### src/rtl/fpga_keypad.sv
// 4x4 matrix keypad scanner: walks one active-low column at a time, debounces
// single-key presses and releases, and shifts each accepted key code into an 8-digit entry register.
module fpga_keypad #(
    parameter int DIV = 5000,
    parameter int DEB = 4
) (
    input  logic        clkx,
    input  logic        rst,
    input  logic [3:0]  row,
    output logic [3:0]  col,
    output logic [3:0]  key_code,
    output logic        key_valid,
    output logic        key_down,
    output logic [31:0] value
);

    localparam int TW = (DIV > 2) ? $clog2(DIV) : 1;
    localparam logic [TW-1:0] TICK_LAST = TW'(DIV - 1);
    localparam logic [3:0]    DEB_C     = 4'(DEB);

    localparam logic [1:0] S_SCAN     = 2'd0;
    localparam logic [1:0] S_DEBOUNCE = 2'd1;
    localparam logic [1:0] S_HELD     = 2'd2;

    // Row lines are asynchronous to clkx; only the second synchronizer stage is ever decoded.
    logic [3:0]    sync1_q;
    logic [3:0]    rs_q;

    logic [TW-1:0] tick_cnt_q, tick_cnt_d;
    logic [1:0]    ci_q, ci_d;
    logic [1:0]    state_q, state_d;
    logic [3:0]    snap_q, snap_d;
    logic [3:0]    cnt_q, cnt_d;
    logic [3:0]    rel_q, rel_d;
    logic [3:0]    key_code_q, key_code_d;
    logic          key_valid_q, key_valid_d;
    logic          key_down_q, key_down_d;
    logic [31:0]   value_q, value_d;

    logic          tick;
    logic          accept;
    logic [3:0]    accept_pat;

    function automatic logic one_zero(input logic [3:0] p);
        logic [3:0] z;
        z = ~p;
        return (z != 4'd0) && ((z & (z - 4'd1)) == 4'd0);
    endfunction

    function automatic logic [1:0] zero_index(input logic [3:0] p);
        logic [1:0] idx;
        idx = 2'd0;
        for (int i = 3; i >= 0; i--) begin
            if (!p[i]) idx = 2'(i);
        end
        return idx;
    endfunction

    assign tick = (tick_cnt_q == TICK_LAST);

    always_comb begin
        // NOTE: every variable gets a default up front so no path through the case infers a latch.
        tick_cnt_d  = tick ? '0 : tick_cnt_q + 1'b1;
        ci_d        = ci_q;
        state_d     = state_q;
        snap_d      = snap_q;
        cnt_d       = cnt_q;
        rel_d       = rel_q;
        key_code_d  = key_code_q;
        key_valid_d = 1'b0;
        key_down_d  = key_down_q;
        value_d     = value_q;
        accept      = 1'b0;
        accept_pat  = 4'hF;

        case (state_q)
            S_SCAN: begin
                if (tick) begin
                    if (one_zero(rs_q)) begin
                        snap_d = rs_q;
                        if (DEB_C == 4'd1) begin
                            accept     = 1'b1;
                            accept_pat = rs_q;
                        end else begin
                            cnt_d   = 4'd1;
                            state_d = S_DEBOUNCE;
                        end
                    end else begin
                        // Idle rows and multi-key patterns both move on to the next column.
                        ci_d = ci_q + 2'd1;
                    end
                end
            end
            S_DEBOUNCE: begin
                if (tick) begin
                    if (rs_q == snap_q) begin
                        if ((cnt_q + 4'd1) == DEB_C) begin
                            accept     = 1'b1;
                            accept_pat = snap_q;
                        end else begin
                            cnt_d = cnt_q + 4'd1;
                        end
                    end else begin
                        cnt_d   = 4'd0;
                        state_d = S_SCAN;
                        ci_d    = ci_q + 2'd1;
                    end
                end
            end
            S_HELD: begin
                if (tick) begin
                    if (rs_q == 4'hF) begin
                        if ((rel_q + 4'd1) == DEB_C) begin
                            rel_d      = 4'd0;
                            key_down_d = 1'b0;
                            state_d    = S_SCAN;
                            ci_d       = ci_q + 2'd1;
                        end else begin
                            rel_d = rel_q + 4'd1;
                        end
                    end else begin
                        rel_d = 4'd0;
                    end
                end
            end
            default: state_d = S_SCAN;
        endcase

        // The column index is still the one being driven, so it forms the low two code bits.
        if (accept) begin
            key_code_d  = {zero_index(accept_pat), ci_q};
            value_d     = {value_q[27:0], key_code_d};
            key_valid_d = 1'b1;
            key_down_d  = 1'b1;
            cnt_d       = 4'd0;
            rel_d       = 4'd0;
            state_d     = S_HELD;
        end
    end

    // NOTE: state registers use non-blocking assignments so every flop samples pre-edge values.
    always_ff @(posedge clkx or posedge rst) begin
        if (rst) begin
            sync1_q     <= 4'hF;
            rs_q        <= 4'hF;
            tick_cnt_q  <= '0;
            ci_q        <= 2'd0;
            state_q     <= S_SCAN;
            snap_q      <= 4'hF;
            cnt_q       <= 4'd0;
            rel_q       <= 4'd0;
            key_code_q  <= 4'd0;
            key_valid_q <= 1'b0;
            key_down_q  <= 1'b0;
            value_q     <= 32'd0;
        end else begin
            sync1_q     <= row;
            rs_q        <= sync1_q;
            tick_cnt_q  <= tick_cnt_d;
            ci_q        <= ci_d;
            state_q     <= state_d;
            snap_q      <= snap_d;
            cnt_q       <= cnt_d;
            rel_q       <= rel_d;
            key_code_q  <= key_code_d;
            key_valid_q <= key_valid_d;
            key_down_q  <= key_down_d;
            value_q     <= value_d;
        end
    end

    assign col       = ~(4'b0001 << ci_q);
    assign key_code  = key_code_q;
    assign key_valid = key_valid_q;
    assign key_down  = key_down_q;
    assign value     = value_q;

endmodule

### config.mk
export PLATFORM = sky130hd
export DESIGN_NAME = fpga_keypad
export DESIGN_NICKNAME = d
export VERILOG_FILES = /design/src/rtl/fpga_keypad.sv
export SDC_FILE = /design/constraint.sdc
export NUM_CORES = 1
export LEC_CHECK = 0
export CORE_UTILIZATION = 58
export DETAILED_ROUTE_END_ITERATION = 12
export HOLD_SLACK_MARGIN = 0.06
export PLACE_DENSITY = 0.83
export SETUP_SLACK_MARGIN = 0.02
export SLEW_MARGIN = 20
export SYNTH_ARGS = -nofsm -noshare
export SYNTH_HDL_FRONTEND = slang
export SYNTH_SLANG_ARGS = --single-unit
### constraint.sdc
create_clock -name clkx -period 5.73 [get_ports clkx]
set_input_delay 1.146 -clock clkx [delete_from_list [all_inputs] [get_ports clkx]]
set_output_delay 1.146 -clock clkx [all_outputs]
set_load 0.05 [all_outputs]
==> out/metrics.csv, run 1 <==
stage,metric,value,unit
status,outcome,"complete, no violations",
floorplan,core area,0.00517,mm²
grt,gr ovfl total,0,
sta,final worst setup slack,2.70,ns
cells_and_area,Fillers,349,
critical_path,CP arrival,1.89,ns
sta,final hold vios,0,
critical_path,WP data required,4.58,ns
synth,"Async S/R FF share, synth",100,%
placement,detailed placement HPWL,4190,µm
clock_network,post-CTS setup buffers,0,
sta,Setup TNS,0,ns
clock_network,worst skew pair latency,0.34,ns
cells_and_area,n_diodes,0,
power_and_ir_drop,Leakage,1.78,nW
power_and_ir_drop,Peak VDD IR,0.000183,V
sta,max-slew violation count,0,
clock_network,CTS-repair resized insts,0,
cells_and_area,fin nets,373,
clock_network,CTS tree,built,
critical_path,WP buf/inv,3,
floorplan,Die ar.,0.00574,mm²
grt,first-pass GRT wire length,9620,µm
clock_network,"Clk pin slew, worst setup/hold paths",0.07,ns
clock_network,CTS Hold Bufs,0,
sta,Layout Skew,0.00778,ns
sta,final cycle utilization of the critical path,52.9,%
grt,initial antenna violation count,0,
drt,ANT nets after route,0,
synth,register bit total from synthesis,71,
clock_network,# clock sinks,71,
sta,unrepaired setup endpoints after global routing,no,
floorplan,starting density of the core,61.0,%
placement,final RePlAce weighted congestion,0.829,
synth,sequential cell area fraction in the yosys report,56.8,%
synth,Main synth FF type,dfrtp_1,
clock_network,clk buf depth,2,
clock_network,H-tree depth,3,
drt,overall routed net length,5930,µm
synth,Post-Syn Area,0.00316,mm²
floorplan,Die Y,75.8,µm
sta,Finish-stage setup viols,0,
drt,DRT iter0 DRCs,104,
synth,Synth top cells by count,"102 x nand2_1, 59 x dfrtp_1, 13 x inv_1, 13 x xnor2_1, 12 x dfstp_2",
critical_path,crit-path most repeated cell,inv_1,
drt,DRC,0,
synth,Syn Inst Count,312,
synth,Yosys top cell by area,dfrtp_1,
synth,net count after synthesis,326,
cells_and_area,Reg area,0.00179,mm²
drt,Vias/cell,5.34,
synth,ranking of synthesized cells by area,"dfrtp_1 47%, nand2_1 12%, dfstp_2 10%",
cells_and_area,area of the multi-input gates,0.00124,mm²
drt,WL/cell,13.7,µm
placement,# port buffers,47,
critical_path,Crit path largest cell delay,0.81,ns
sta,max_slew headroom,63.0,%
min_path,Hold WC Path Type,flip-flop to flip-flop,
drt,DR pass1 iterations,4,
sta,Least-Margin Pin Slew,0.554,ns
grt,vias in the first global route,2205,
clock_network,TritonCTS Buffers,9,
synth,Yosys top cell area share,46.8,%
floorplan,die width,75.8,µm
critical_path,CP endpoint kind,primary output,
critical_path,critical-path maximum fanout,4,
critical_path,"slowest stage cell, crit path",clkdlybuf4s50_1,
cells_and_area,share of cells above drive strength 1,11.3,%
synth,Ys Warns,0,
critical_path,crit-path leading delay family,buffers and inverters,
run,Max-Cap Viols,0,
drt,via count,2312,
critical_path,worst-path cell chain,inv_1 > ha_1 > inv_1 > clkdlybuf4s50_1,
floorplan,Top Ports,48,
grt,GRT Total Usage,23.1,%
sta,Peak Freq,330,MHz
grt,largest net degree at the start of global routing,45,
clock_network,clock root cell,clkbuf_8,
synth,average instance area after synthesis,10.1,µm²
placement,post-place setup slack,3.06,ns
critical_path,Setup CP Type,flip-flop to primary output,
power_and_ir_drop,power density cells,225,mW/mm²
synth,Netlist cell types,47,
synth,Post-synth EDFFs,0,
cells_and_area,P&R area growth vs syn,20.8,%
synth,"count leader, synth",nand2_1,
floorplan,# rows,26,
sta,min Tclk post-route,3.03,ns
critical_path,Setup crit start kind,flip-flop,
worst paths after layout:
kind                              to  startpoint  slack, ns  cells after the start
min in group asynchronous   key_down         rst       1.18                      2
min reg2reg                  rs_q[3]  sync1_q[3]       0.36                      0
max reg2reg                  ci_q[1]    rel_q[0]       3.39                      6
min                          rs_q[3]  sync1_q[3]       0.36                      0
max in group asynchronous  value[24]         rst       3.58                      3
max                           col[2]     ci_q[0]       2.70                      4
power by group:
part,internal [mW],switching [mW],leakage [nW]
clock network,0.166,0.166,0.0833
logic,0.00607,0.0118,0.764
registers,0.507,0.00277,0.936
total,0.678,0.180,1.78
cell families after synthesis:
logic type / share of synthesized area (%)
simple gates: 23.1
buf+inv: 4.08
fa+ha+maj: 3.17
compound gates: 5.99
xor+xnor: 4.44
flops: 56.8
mux: 2.50
stage by stage:
step | instances | cell area (µm²) | hold slack [ns] | power, mW | utilization (%)
2_1_floorplan | 312 | 3160 | 0.345 | 0.529 | -
3_3_place_gp | 418 | 3650 | 0.347 | 0.537 | 70.6
3_5_place_dp | 418 | 3650 | 0.347 | 0.537 | 70.6
4_1_cts | 433 | 3810 | 0.357 | 0.868 | 73.7
5_1_grt | 433 | 3810 | 0.360 | 0.887 | 73.7
6_report | 433 | 3810 | 0.356 | 0.859 | 73.7
routing by layer:
layer / vias up / global-route usage, % / routed length (µm)
met4: 0 / 12.3 / 144
met1: 1119 / 26.8 / 2610
met2: 58 / 39.9 / 2970
met3: 13 / 5.16 / 210
met5: - / 0 / 0
li1: 1122 / - / -
registers in the layout (all words and copies together), names as in the netlist, 2 cells and up:
name        cells
ci_q            2
tick_cnt_q     13
rel_q           4
sync1_q         4
key_code        3
state_q         2
value          29
snap_q          4
cnt_q           4
rs_q            4
placed cells by master, fill, tap and decap left out, types with 3 or more instances in the layout:
| cell type | instances |
|---|---|
| nand3_1 | 10 |
| dfrtp_1 | 59 |
| xnor2_1 | 13 |
| xor2_1 | 3 |
| dfstp_2 | 12 |
| nor3_1 | 3 |
| nand2b_1 | 3 |
| nand2_1 | 102 |
| nand4_1 | 6 |
| clkbuf_8 | 10 |
| ha_1 | 8 |
| nor2_1 | 9 |
| clkdlybuf4s50_1 | 47 |
| inv_1 | 12 |
| clkbuf_1 | 3 |
| mux2_2 | 7 |
| nor4_1 | 3 |
| o21ai_0 | 11 |
cell type report:
| type | instances | area share, % |
|---|---|---|
| flip-flops and latches | 71 | 47.0 |
| multi-input cells | 214 | 32.4 |
| repair buffers | 49 | 12.7 |
| clock buffers | 13 | 3.91 |
| well taps | 70 | 2.30 |
| inverters | 14 | 1.38 |
| clock inverters | 2 | 0.263 |
Note: power is estimated with default switching activity, not from simulation.
==> inputs of run 2 (changes only) <==
- CORE_UTILIZATION: 58 -> 53
- PLACE_DENSITY: 0.83 -> 0.77
- clock period: 5.73 -> 3.1 ns (I/O delays scaled with it)
==> out/metrics.csv, run 2 (synthesis gave the netlist of run 1 again) <==
stage,metric,value,unit
critical_path,FF-to-FF Start,tick_cnt_q[0],
drt,DRT iter0 DRCs,119,
critical_path,FF-to-FF path depth,6,
min_path,hold depth,0,
sta,Least-Margin Pin Slew,0.519,ns
floorplan,die width,79.2,µm
clock_network,post-CTS setup buffers,0,
clock_network,"Clk pin slew, worst setup/hold paths",0.07,ns
drt,DR pass1 iterations,4,
clock_network,CTS Hold Bufs,0,
clock_network,CTS-repair resized insts,0,
drt,overall routed net length,5830,µm
cells_and_area,Fillers,417,
sta,Peak Freq,403,MHz
grt,GRT Total Usage,21.0,%
grt,vias in the first global route,2213,
sta,Finish-stage setup viols,0,
sta,final hold vios,0,
clock_network,# clock sinks,71,
power_and_ir_drop,Leakage,1.82,nW
critical_path,Setup crit start kind,flip-flop,
floorplan,Top Ports,48,
drt,WL/cell,13.3,µm
min_path,worst hold start,sync1_q[3],
critical_path,FF-to-FF End,cnt_q[2],
critical_path,worst-path cell chain,inv_1 > ha_1 > inv_1 > clkdlybuf4s50_1,
clock_network,clk buf depth,2,
min_path,Hold WC Path Type,flip-flop to flip-flop,
critical_path,CP arrival,1.86,ns
critical_path,Levels on crit path,4,
sta,Setup TNS,0,ns
sta,Layout Skew,0.00795,ns
floorplan,Die Y,79.2,µm
clock_network,clock root cell,clkbuf_8,
placement,final RePlAce weighted congestion,0.791,
status,outcome,"complete, no violations",
cells_and_area,"most common cell after layout, fill and taps aside",nand2_1,
floorplan,Die ar.,0.00627,mm²
clock_network,worst skew pair latency,0.34,ns
drt,DRC,0,
clock_network,H-tree depth,3,
clock_network,CTS tree,built,
sta,max-slew violation count,0,
cells_and_area,fin nets,374,
cells_and_area,n_diodes,0,
critical_path,critical-path maximum fanout,4,
critical_path,crit-path leading delay family,buffers and inverters,
critical_path,crit-path most repeated cell,inv_1,
floorplan,# rows,27,
grt,largest net degree at the start of global routing,72,
critical_path,WP data required,2.48,ns
cells_and_area,share of cells above drive strength 1,12.6,%
sta,final cycle utilization of the critical path,80.0,%
critical_path,"slowest stage cell, crit path",clkdlybuf4s50_1,
clock_network,TritonCTS Buffers,9,
placement,# port buffers,47,
floorplan,core area,0.00561,mm²
power_and_ir_drop,Peak VDD IR,0.000297,V
drt,Vias/cell,5.27,
run,Max-Cap Viols,0,
min_path,Hold EP,rs_q[3],
critical_path,WP buf/inv,3,
critical_path,Crit path largest cell delay,0.79,ns
cells_and_area,max reg flops,29,
cells_and_area,most frequent cells in the layout,"102 x nand2_1, 59 x dfrtp_1, 47 x clkdlybuf4s50_1",
sta,min Tclk post-route,2.48,ns
grt,first-pass GRT wire length,9830,µm
sta,max_slew headroom,65.1,%
power_and_ir_drop,power density cells,458,mW/mm²
grt,gr ovfl total,0,
sta,Min Hold Slack,0.358,ns
drt,via count,2303,
critical_path,Worst R2R Setup Slack,0.73,ns
placement,detailed placement HPWL,4110,µm
floorplan,starting density of the core,56.3,%
critical_path,CP endpoint kind,primary output,
cells_and_area,P&R area growth vs syn,23.5,%
critical_path,Setup CP Type,flip-flop to primary output,
grt,initial antenna violation count,0,
drt,ANT nets after route,0,
sta,unrepaired setup endpoints after global routing,no,
[run 2: cell types whose count changed in the layout (fill, tap and decap cells not counted), sizes merged]
cell    delta
clkinv     +2
clkbuf     -3
bufinv     +2
buf        +1
[run 2: worst reg2reg max path: stages, from the launching register on]
cell and delay [ns]:
dfrtp_1 0.41, ha_1 0.25, nand4_1 0.29, nor3_4 0.47, o211ai_1 0.33, nor3_1 0.38
a22o_1 0.19
[run 2: report_power, final]
part	switching [mW]	internal [mW]	leakage, nW
sequential	0.00526	0.936	0.936
combinational	0.0223	0.0131	0.773
clock	0.335	0.472	0.116
[run 2: layout make-up]
cell class              instances  area [µm²]  area share [%]
clock buffers                  10         138            3.53
multi-input cells             214        1240            31.7
clock inverters                 6        83.8            2.15
well taps                      72        90.1            2.31
flip-flops and latches         71        1790            46.0
repair buffers                 50         505            13.0
inverters                      14        52.6            1.35
[run 2: stage by stage]
stage	setup slack, ns	total power [mW]	util, %	instances	instance area, µm²
6_report	0.620	1.78	69.5	437	3900
5_1_grt	0.514	1.85	69.5	437	3900
4_1_cts	0.589	1.80	69.5	437	3900
3_5_place_dp	0.747	0.995	65.6	421	3680
3_3_place_gp	0.847	0.994	65.6	421	3680
2_1_floorplan	0.703	0.978	-	312	3160
[run 2: layer usage]
| metal | part of all wire (%) | vias to the layer above | global-route usage (%) |
|---|---|---|---|
| li1 | - | 1132 | - |
| met1 | 45 | 1109 | 25.4 |
| met2 | 49 | 49 | 34.7 |
| met3 | 3.4 | 13 | 4.60 |
| met4 | 2.2 | 0 | 11.8 |
| met5 | 0 | - | 0 |
[run 2: worst max path at each step]
stage,startpoint,end
after floorplan,rst,ci_q[0]
after global placement,rel_q[0],ci_q[1]
after detailed placement,tick_cnt_q[0],cnt_q[2]
after CTS,ci_q[0],col[2]
after global routing,ci_q[0],col[2]
final,ci_q[0],col[2]
